[src/rtl/td4_pkg.sv]
// Shared TD4 definitions: opcode encodings, default widths and the selector code map.
package td4_pkg;

  localparam int unsigned DATA_W_DEF = 4;
  localparam int unsigned PC_W_DEF   = 4;

  localparam logic [3:0] OP_ADD_A  = 4'b0000;
  localparam logic [3:0] OP_MOV_AB = 4'b0001;
  localparam logic [3:0] OP_IN_A   = 4'b0010;
  localparam logic [3:0] OP_MOV_A  = 4'b0011;
  localparam logic [3:0] OP_MOV_BA = 4'b0100;
  localparam logic [3:0] OP_ADD_B  = 4'b0101;
  localparam logic [3:0] OP_IN_B   = 4'b0110;
  localparam logic [3:0] OP_MOV_B  = 4'b0111;
  localparam logic [3:0] OP_OUT_B  = 4'b1001;
  localparam logic [3:0] OP_OUT_IM = 4'b1011;
  localparam logic [3:0] OP_JNC    = 4'b1110;
  localparam logic [3:0] OP_JMP    = 4'b1111;

  // Selector code is {sel_b, sel_a}.
  typedef enum logic [1:0] {
    SelA    = 2'b00,
    SelB    = 2'b01,
    SelIn   = 2'b10,
    SelZero = 2'b11
  } sel_code_e;

endpackage

[src/rtl/td4_decoder.sv]
// Combinational TD4 opcode decode: selector controls and register load strobes.
module td4_decoder
  import td4_pkg::*;
(
  input  logic [3:0] op,
  input  logic       c,
  output logic       sel_a,
  output logic       sel_b,
  output logic       ld_a,
  output logic       ld_b,
  output logic       ld_out,
  output logic       ld_pc
);

  always_comb begin
    sel_a  = op[0] | op[3];
    sel_b  = op[1];
    ld_a   = ~op[3] & ~op[2];
    ld_b   = ~op[3] &  op[2];
    ld_out =  op[3] & ~op[2];
    // op[0] distinguishes JMP (unconditional) from JNC (taken only when carry clear).
    ld_pc  =  op[3] &  op[2] & (op[0] | ~c);
  end

endmodule

[src/rtl/register_writeback.sv]
// TD4 write-back: decodes the opcode and retires the ALU sum into A, B, OUT or PC.
module register_writeback
  import td4_pkg::*;
#(
  parameter int unsigned DATA_W   = DATA_W_DEF,
  parameter int unsigned PC_W     = PC_W_DEF,
  parameter int unsigned RESET_PC = 0
) (
  input  logic              I_CLK,
  input  logic              I_RST_N,
  input  logic              IN_CE,
  input  logic [3:0]        IN_OP,
  input  logic [DATA_W-1:0] IN_SUM,
  input  logic              IN_CARRY,
  output logic              OUT_SEL_A,
  output logic              OUT_SEL_B,
  output logic [DATA_W-1:0] OUT_A,
  output logic [DATA_W-1:0] OUT_B,
  output logic [DATA_W-1:0] OUT_PORT,
  output logic [PC_W-1:0]   OUT_PC,
  output logic              OUT_C
);

  logic [DATA_W-1:0] a_q, a_d, b_q, b_d, out_q, out_d;
  logic [PC_W-1:0]   pc_q, pc_d, jmp_tgt;
  logic              c_q, c_d;
  logic              ld_a, ld_b, ld_out, ld_pc;

  td4_decoder u_decoder (
    .op     (IN_OP),
    .c      (c_q),
    .sel_a  (OUT_SEL_A),
    .sel_b  (OUT_SEL_B),
    .ld_a   (ld_a),
    .ld_b   (ld_b),
    .ld_out (ld_out),
    .ld_pc  (ld_pc)
  );

  // Jump target: truncate a wide sum, zero-extend a narrow one.
  if (PC_W <= DATA_W) begin : g_pc_trunc
    assign jmp_tgt = IN_SUM[PC_W-1:0];
  end else begin : g_pc_zext
    assign jmp_tgt = {{(PC_W-DATA_W){1'b0}}, IN_SUM};
  end

  always_comb begin
    a_d   = a_q;
    b_d   = b_q;
    out_d = out_q;
    pc_d  = pc_q;
    c_d   = c_q;
    if (IN_CE) begin
      if (ld_a)   a_d   = IN_SUM;
      if (ld_b)   b_d   = IN_SUM;
      if (ld_out) out_d = IN_SUM;
      pc_d = ld_pc ? jmp_tgt : pc_q + 1'b1;
      c_d  = IN_CARRY;
    end
  end

  always_ff @(posedge I_CLK or negedge I_RST_N) begin
    if (!I_RST_N) begin
      a_q   <= '0;
      b_q   <= '0;
      out_q <= '0;
      pc_q  <= PC_W'(RESET_PC);
      c_q   <= 1'b0;
    end else begin
      a_q   <= a_d;
      b_q   <= b_d;
      out_q <= out_d;
      pc_q  <= pc_d;
      c_q   <= c_d;
    end
  end

  assign OUT_A    = a_q;
  assign OUT_B    = b_q;
  assign OUT_PORT = out_q;
  assign OUT_PC   = pc_q;
  assign OUT_C    = c_q;

endmodule

[config.mk]
export PLATFORM = sky130hd
export DESIGN_NAME = register_writeback
export DESIGN_NICKNAME = d
export VERILOG_FILES = /design/src/rtl/td4_pkg.sv /design/src/rtl/td4_decoder.sv /design/src/rtl/register_writeback.sv
export SDC_FILE = /design/constraint.sdc
export NUM_CORES = 1
export LEC_CHECK = 0
export CAP_MARGIN = 20
export CORE_MARGIN = 5
export CORE_UTILIZATION = 37
export CTS_CLUSTER_SIZE = 24
export DETAILED_ROUTE_END_ITERATION = 10
export GPL_ROUTABILITY_DRIVEN = 0
export GPL_TIMING_DRIVEN = 0
export PLACE_DENSITY_LB_ADDON = 0.05
export SYNTH_ARGS = -nofsm -noshare
export SYNTH_HDL_FRONTEND = slang
export SYNTH_SLANG_ARGS = --single-unit
[constraint.sdc]
create_clock -name I_CLK -period 1.05 [get_ports I_CLK]
set_input_delay 0.1575 -clock I_CLK [delete_from_list [all_inputs] [get_ports I_CLK]]
set_output_delay 0.1575 -clock I_CLK [all_outputs]
set_load 0.005 [all_outputs]
---- Yosys cells after proc, flatten, opt, wreduce, memory -nomap -nowiden ----
Cells that the tools add are included.
word-level totals
  bits of input ports ..................... 12
  word-level logic and storage cells ...... 20
  output and inout port bits .............. 19
  bits in registers ....................... 17
operators by class
  add/sub/neg operators ................... 1
  reductions and logical operators ........ 3
  bitwise gates (word level) .............. 10
  multiplexer cells ....................... 1
operators by type and width
  operator             count
  $reduce_and 2->1     3
  $and 1x1->1          5
  $add 4x1->4 const B  1
  $mux 4               1
  $not 1->1            3
  $or 1x1->1           2

---- Depth between registers and ports, before layout ----
Gate-level depths: netlist of run 1.
  word-level depth ........................ 4
  gate-level depth with buffers ........... 4
  mapped depth without buffers ............ 4

---- Hierarchy ----
From an unflattened synthesis of run 1, not the netlist that was laid out.
second synthesis, totals
  cell total of the unflattened synthesis .. 61
  area total of the unflattened synthesis .. 748.2 µm²
by module, submodules not included
  module              instances  cells each  area an instance (µm²)  sequential area each (µm²)
  register_writeback  1          53          701.9                   425.4
  td4_decoder         1          8           46.3                    0.0

---- Least setup slack after synthesis of run 1 ----
Ideal clock, no wire load.
  path type ............................... reg-to-reg
  from .................................... register c_q (netlist: OUT_C)
  to ...................................... register pc_q[2] (netlist: OUT_PC[2])
  slack ................................... -36 ps
  path buffers ............................ 0
  setup time .............................. 140 ps
  arrival ................................. 946 ps
  data required time ...................... 910 ps
  cell stages (with the launch flop) ...... 5
  clock period less this slack ............ 1086 ps
  cell sequence ........................... dfrtp_1 -> inv_1 -> o211ai_2 -> mux2i_1 -> a22oi_1
between the ends
  word-level cells in the longest chain between the ends .. 4
RTL lines
  what                    RTL line                  RTL
  start, declared         register_writeback.sv:26  logic c_q, c_d;
  start signal, assigned  register_writeback.sv:68  c_q <= 1'b0;
  start signal, assigned  register_writeback.sv:74  c_q <= c_d;
  $not 1->1               td4_decoder.sv:22         ld_pc = op[3] & op[2] & (op[0] | ~c);
  $or 1x1->1              td4_decoder.sv:22
  $and 1x1->1             td4_decoder.sv:22
  $mux 4                  register_writeback.sv:57  pc_d = ld_pc ? jmp_tgt : pc_q + 1'b1;
  end signal, assigned    register_writeback.sv:67  pc_q <= PC_W'(RESET_PC);
  end signal, assigned    register_writeback.sv:73  pc_q <= pc_d;
  end, declared           register_writeback.sv:25  logic [PC_W-1:0] pc_q, pc_d, jmp_tgt;
No other way between the ends.
A chain may end at the register's enable or synchronous reset.

---- Worst setup path after layout of run 1 ----
Ends and elaborated chain as after synthesis.

==> impl_results.md, run 1 <==
* DRT antenna net count at 0
* R2r worst-path depth at 5
* Worst EP required at 1.21 ns
* Largest net degree at the start of global routing at 18
* Htree depth at 1
* Final period util at 109%
* Max incr delay on CP at 0.35 ns
* Leak pwr at 0.535 nW
* M2 GR Usage at 19.8%
* Worst-Margin Slew at 0.757 ns
* Arrival time at the worst endpoint at 1.31 ns
* Initial drt markers at 9
* CTS Buffer Depth at 2
* First-pass iteration count of the detailed router at 4
* Worst path top cell family by delay: flip-flops
* Clk root buf: clkbuf_4
* Worst-Skew Late Latency at 0.29 ns
* Endpoints failing hold at 0
* Max FO, Critical Path at 5
* CTS sink cnt at 17
* Synth Area in Compound Gates at 9.87%
* Mean Syn Cell Area at 13.1 sq um
* Yosys warnings at 0
* Post-Route WL at 1730 um
* Core ar. at 1960 sq um
* First-pass GRT wire length at 3050 um
* Syn_nets at 71
* RSZ-0062 raised after global routing: yes
* Layout cells sized above 1 at 48.5%
* Failing checks: setup timing
* Yosys reg bits at 17
* Pwr dens at 1620 nW/um^2
* Min cycle time layout at 1.15 ns
* HPWL Detailed at 1230 um
* Finished Core Util at 57.3%
* Post-synthesis simple-gate area fraction at 8.39%
* Slew Limit Fails at 0
* Num CTS Buffers at 3
* DR WL/cell at 13.7 um
* CP Cell Sequence: buf_4, inv_4, o211ai_4, mux2i_1, a22oi_1
* # diodes at 0
* Die X at 55.3 um
* CP bufs+invs at 2
* Vias in the first global route at 665
* Slowest cell on crit path: dfrtp_1
* Final cell count without fillers at 126
* XOR/XNOR Fraction of Synth Area at 0%
* WHS at 0.296 ns
* Num rows at 16
* Worst-path clk slew at 0.10 ns
* GRT Residual Overflow at 0
* Clock skew at 0.00510 ns
* Synth cell types at 22
* Peak supply drop at 0.941 mV
* Synthesis-to-finish area growth at 47.9%
* DRC viols at 0
* Status: finished with violations
* WP depth at 5
* Buffers added on ports at 29
* Main combinational cell family by area after synthesis: multiplexers
* GRT Max-Usage Layer: met2
* Routed vias/inst at 4.83
* Final setup violation count at 5
* Max-cap violations at 0
* Met3 usage at 4.43%
* Mux cell area share after synthesis at 21.7%
* DP Cell Count at 114
* Seq/Total Area, Yosys at 55.9%
* Syn Std Cell Area at 761 sq um
* Worst Setup SP: OUT_C
* Reg-to-Reg End: OUT_PC[2]
* Post-Synth Adder-Cell Area at 1.64%
* Chip Height at 55.3 um
* Die footprint at 3060 sq um
* CTS tree: yes
* Initial Utilization at 38.8%
* NumNets Final at 113
* Critical path endpoint: OUT_PC[2]
* Synth Instances at 58
* Initial antenna violation count at 0
* Setup CP Type: register to register
* R2R Setup Slk at -0.1 ns
* Crit path capture type: register
* Fill cells at 202
* Reg-to-reg startpoint: OUT_C
* GR Layer Usage met1 at 14.8%
* Final worst setup slack at -0.0963 ns
* Gr usage total at 12.5%
* Startpoint types: register
* Hold Path Class: input pin to register
* Via count at 608
* # hold bufs at CTS at 0
* Top Ports at 31
* Slew margin rel. at 49.4%
* Max Fclk at 0.872 GHz
==> state kept, by name (all words and copies together) (netlist names) <==
signal    count
OUT_A         4
OUT_B         4
OUT_PORT      4
OUT_PC        4
OUT_C         1
==> synth_stat cells, drive strengths merged <==
cell     instances  area [sq um]
clkbuf           1          3.75
nand3b           2          15.0
mux2i            3          30.0
nand2            4          15.0
dfrtp           17           425
o211a            1          10.0
a22oi            1          7.51
nand3            1          5.00
buf              1          7.51
or2              1          6.26
mux2            12           135
nor2             1          3.75
nand4            1          6.26
ha               1          12.5
inv              2          7.51
o21ai            3          15.0
a2bb2oi          1          8.76
nor3b            1          12.5
a31oi            1          6.26
a21boi           2          15.0
o211ai           1          12.5
==> stage by stage <==
step                      area, sq um  setup TNS [ns]  power, mW  setup WS, ns
final                            1120          -0.273       1.82       -0.0963
after global routing             1120          -0.507       1.98        -0.116
after CTS                        1130          -0.296       1.85       -0.0931
after detailed placement         1090          -10.48       1.51        -0.611
after global placement           1090          -10.44       1.50        -0.566
after floorplan                   769               0       1.12        0.0153
==> final cells by class <==
| class | instances | area, sq um | share of cell area, % |
|---|---|---|---|
| sequential | 17 | 425 | 37.8 |
| multi-input combinational | 37 | 348 | 30.9 |
| inverter | 2 | 10.0 | 0.890 |
| timing repair buffer | 37 | 269 | 23.9 |
| clock inverter | 1 | 5.00 | 0.445 |
| buffer | 2 | 11.3 | 1.00 |
| clock buffer | 3 | 22.5 | 2.00 |
| tap | 27 | 33.8 | 3.00 |
==> placed cells by master (no fill, tap or decap), types with 2 or more instances in the layout <==
cell type        synthesis  final
clkbuf_2                 0      4
nand2_1                  4      4
dfrtp_1                 17     17
buf_2                    0     13
mux2i_1                  3      3
o21ai_0                  3      3
clkbuf_4                 0      3
buf_4                    1      7
nand3b_1                 2      2
dlygate4sd2_1            0      4
clkdlybuf4s50_1          0      7
mux2_2                  12     11
a21boi_1                 1      2
buf_6                    0      2
==> timing repair <==
item | in CTS | in global routing
setup endpoints to repair | 33 | 9
setup buffers | 7 | 1
pin swaps | 5 | 1
gates resized for setup | 73 | 5
==> tightest hold or removal path, delay by kind of cell <==
kind / cells / cell delay, ns
compound gates: 2 / 0.19
buf+inv: 1 / 0.12
simple gates: 1 / 0.08
==> layer usage <==
metal | vias up | share of wire, %
met3 | 0 | 5.7
met5 | - | 0
met4 | 0 | 0
met1 | 299 | 41
li1 | 297 | -
met2 | 12 | 53
==> kinds of logic (layout without fill, tap and decap cells) <==
| family | after synthesis | after routing |
|---|---|---|
| flops | 17 | 17 |
| mux | 15 | 15 |
| simple gates | 11 | 11 |
| compound gates | 10 | 10 |
| buf+inv | 4 | 45 |
| fa+ha+maj | 1 | 1 |
==> where the power goes <==
| part | leakage, nW | switching [mW] | internal, mW |
|---|---|---|---|
| Combinational | 0.318 | 0.248 | 0.364 |
| Sequential | 0.199 | 0.0716 | 0.794 |
| Clock | 0.0177 | 0.202 | 0.141 |
==> worst min path at each step <==
stage	depth (start not counted)	slack, ns	to	startpoint
after detailed placement	1	0.49	OUT_A[0]	OUT_A[0]
final	4	0.30	OUT_PC[1]	IN_OP[0]
after CTS	1	0.32	OUT_PC[3]	I_RST_N
after global placement	1	0.49	OUT_A[1]	OUT_A[1]
after global routing	4	0.31	OUT_PC[1]	IN_OP[0]
after floorplan	0	-0.14	OUT_A[0]	I_RST_N
No activity file was read; power rests on OpenSTA's default activity.
==> inputs of run 2 (changes only) <==
--- a/config.mk
+++ b/config.mk
@@ -5,9 +5,11 @@
 export SDC_FILE = /design/constraint.sdc
 export NUM_CORES = 1
 export LEC_CHECK = 0
+export ABC_AREA = 0
 export CAP_MARGIN = 20
 export CORE_MARGIN = 5
 export CORE_UTILIZATION = 37
+export CTS_BUF_LIST = sky130_fd_sc_hd__clkbuf_16
 export CTS_CLUSTER_SIZE = 24
 export DETAILED_ROUTE_END_ITERATION = 10
 export GPL_ROUTABILITY_DRIVEN = 0
==> run 2 against run 1 <==
The flow still finishes with violations (setup timing); hold slack better by 0.061 ns; sequential power is 1% higher; wire length is 6.4% higher; largest power group unchanged; clock skew is 0.0014 ns lower; clock power is 120% higher; via count is 2.8% higher; first-iteration DRC count is 44% lower; largest cell class unchanged; register-to-register slack better by 0.06 ns; maximum frequency is 5.8% higher; global-route usage is 0.69 points higher.
==> impl_results.md, run 2 (same netlist as run 1, synthesis figures left out) <==
* Routed vias/inst at 4.92 (+2.0%)
* Sw power at 0.593 mW (+14%)
* CP bufs+invs at 1 (-1)
* Initial Utilization at 38.8% (unchanged)
* Initial drt markers at 5 (-4)
* Largest net degree at the start of global routing at 18 (unchanged)
* Crit path capture type: register
* Final period util at 103% (-6.0 points)
* Max Fclk at 0.923 GHz (+5.8%)
* Clock skew at 0.00370 ns (-0.00140 ns)
* Slew Limit Fails at 0 (unchanged)
* Status: finished with violations
* CTS sink cnt at 17 (unchanged)
* GR Layer Usage met1 at 14.9% (+0.043 points)
* Htree depth at 1 (unchanged)
* Pwr dens at 1860 nW/um^2 (+15%)
* NumNets Final at 114 (+0.88%)
* DR WL/cell at 14.5 um (+5.6%)
* Worst EP required at 1.17 ns (-0.04 ns)
* Leak pwr at 0.572 nW (+7.0%)
* Peak supply drop at 1.19 mV (+26%)
* Die X at 55.3 um (unchanged)
* # diodes at 0 (unchanged)
* Slew margin rel. at 49.3% (about the same)
* RSZ-0062 raised after global routing: yes
* Worst-path clk slew at 0.05 ns (-0.05 ns)
* CP Cell Sequence: inv_2, o211ai_4, mux2i_1, a22oi_1
* Pwr Total at 2.35 mW (+29%)
* Endpoints failing hold at 0 (unchanged)
* Clk root buf: clkbuf_16
* Worst-Margin Slew at 0.758 ns (+0.000582 ns)
* GRT Residual Overflow at 0 (unchanged)
* Most frequent cells in the layout: dfrtp_1 (17), clkdlybuf4s15_1 (16), mux2_2 (11)
* Cell-internal power at 1.76 mW (+35%)
* Synthesis-to-finish area growth at 65.8%
* Final worst setup slack at -0.0331 ns (+0.0633 ns)
* Max incr delay on CP at 0.35 ns (about the same)
* Num rows at 16 (unchanged)
* Failing checks: setup timing
* Arrival time at the worst endpoint at 1.20 ns (-0.11 ns)
* HPWL Detailed at 1230 um (unchanged)
* DP Area at 1090 sq um (unchanged)
* Clk pwr share at 32.5% (+14 points)
* Top Ports at 31 (unchanged)
* Sw Ratio at 25.3% (-3.4 points)
* DRT antenna net count at 0 (unchanged)
* Max FO, Critical Path at 5 (unchanged)
* Met3 usage at 5.59% (+1.2 points)
* CTS Buffer Depth at 2 (unchanged)
* Final setup violation count at 2 (-3)
* Finished Cell Area at 1260 sq um (+12%)
* First-pass iteration count of the detailed router at 4 (unchanged)
* Hold Path Class: input pin to async pin
* Min cycle time layout at 1.08 ns (-0.0633 ns)
* Num CTS Buffers at 3 (unchanged)
* DRC viols at 0 (unchanged)
* Layout cells sized above 1 at 35.0% (-13 points)
* Worst-Skew Late Latency at 0.25 ns (-0.04 ns)
* Chip Height at 55.3 um (unchanged)
* Setup CP Type: register to register
* Flop pwr share at 37.2% (-10 points)
* First-pass GRT wire length at 3200 um (+5.0%)
* GRT Max-Usage Layer: met2
* CTS tree: yes
* Core ar. at 1960 sq um (unchanged)
* Startpoint types: register
* Post-Route WL at 1840 um (+6.4%)
* Via count at 625 (+2.8%)
* Gr usage total at 13.2% (+0.69 points)
* Max-cap violations at 0 (unchanged)
* Die footprint at 3060 sq um (unchanged)
* Buffers added on ports at 29 (unchanged)
* M2 GR Usage at 21.1% (+1.4 points)
* Logic pwr share at 30.3% (-3.3 points)
* Initial antenna violation count at 0 (unchanged)
* Vias in the first global route at 714 (+7.4%)
* Worst path top cell family by delay: flip-flops
* Slowest cell on crit path: dfrtp_1
* Most common cell after layout, fill and taps aside: dfrtp_1
* # hold bufs at CTS at 0 (unchanged)
## run 2: power by group through the flow
stage	Combinational, mW	Clock (mW)	Sequential, mW
final	0.712	0.762	0.875
after global routing	0.786	0.815	0.893
after CTS	0.663	0.767	0.867
after detailed placement	0.608	0	0.905
after global placement	0.603	0	0.901
after floorplan	0.207	0	0.910
## run 2: path summary, 6_finish.rpt
path                           from  depth (start not counted)  slack [ns]         to
max                           OUT_C                          4       -0.03  OUT_PC[2]
min                         I_RST_N                          1        0.36   OUT_A[3]
max reg2reg                   OUT_C                          4       -0.03  OUT_PC[2]
min reg2reg                OUT_A[2]                          1        0.51   OUT_A[2]
max in group asynchronous   I_RST_N                          1        0.22   OUT_A[0]
min in group I_CLK         IN_OP[0]                          4        0.36  OUT_PC[1]
## run 2: per-layer routing
metal	vias up	share of wire, %
li1	294	-
met1	305	40
met2	19	51
met3	7	6.0
met4	0	2.2
met5	-	0
## run 2: cell type report
cell class	count	area, sq um
fill	181	701
sequential	17	425
multi-input combinational	37	353
timing repair buffer	38	350
clock buffer	3	75.1
tap	27	33.8
buffer	2	11.3
inverter	2	7.51
clock inverter	1	5.00
## run 2: timing repair
item | in CTS | in global routing
resized for setup | 37 | 19
pin swaps | 6 | 5
buffers inserted | 7 | 2
setup endpoints to repair | 33 | 25
## run 2: per-stage QoR
stage | util, % | TNS [ns] | cells | hold slack [ns] | worst slack [ns]
floorplan | - | 0 | 58 | -0.138 | 0.0153
global placement | 55.7 | -10.44 | 114 | 0.491 | -0.566
detailed placement | 55.7 | -10.48 | 114 | 0.495 | -0.611
CTS | 63.1 | -0.127 | 125 | 0.389 | -0.0697
global route | 64.3 | -0.223 | 127 | 0.383 | -0.0923
finish | 64.3 | -0.0512 | 127 | 0.357 | -0.0331
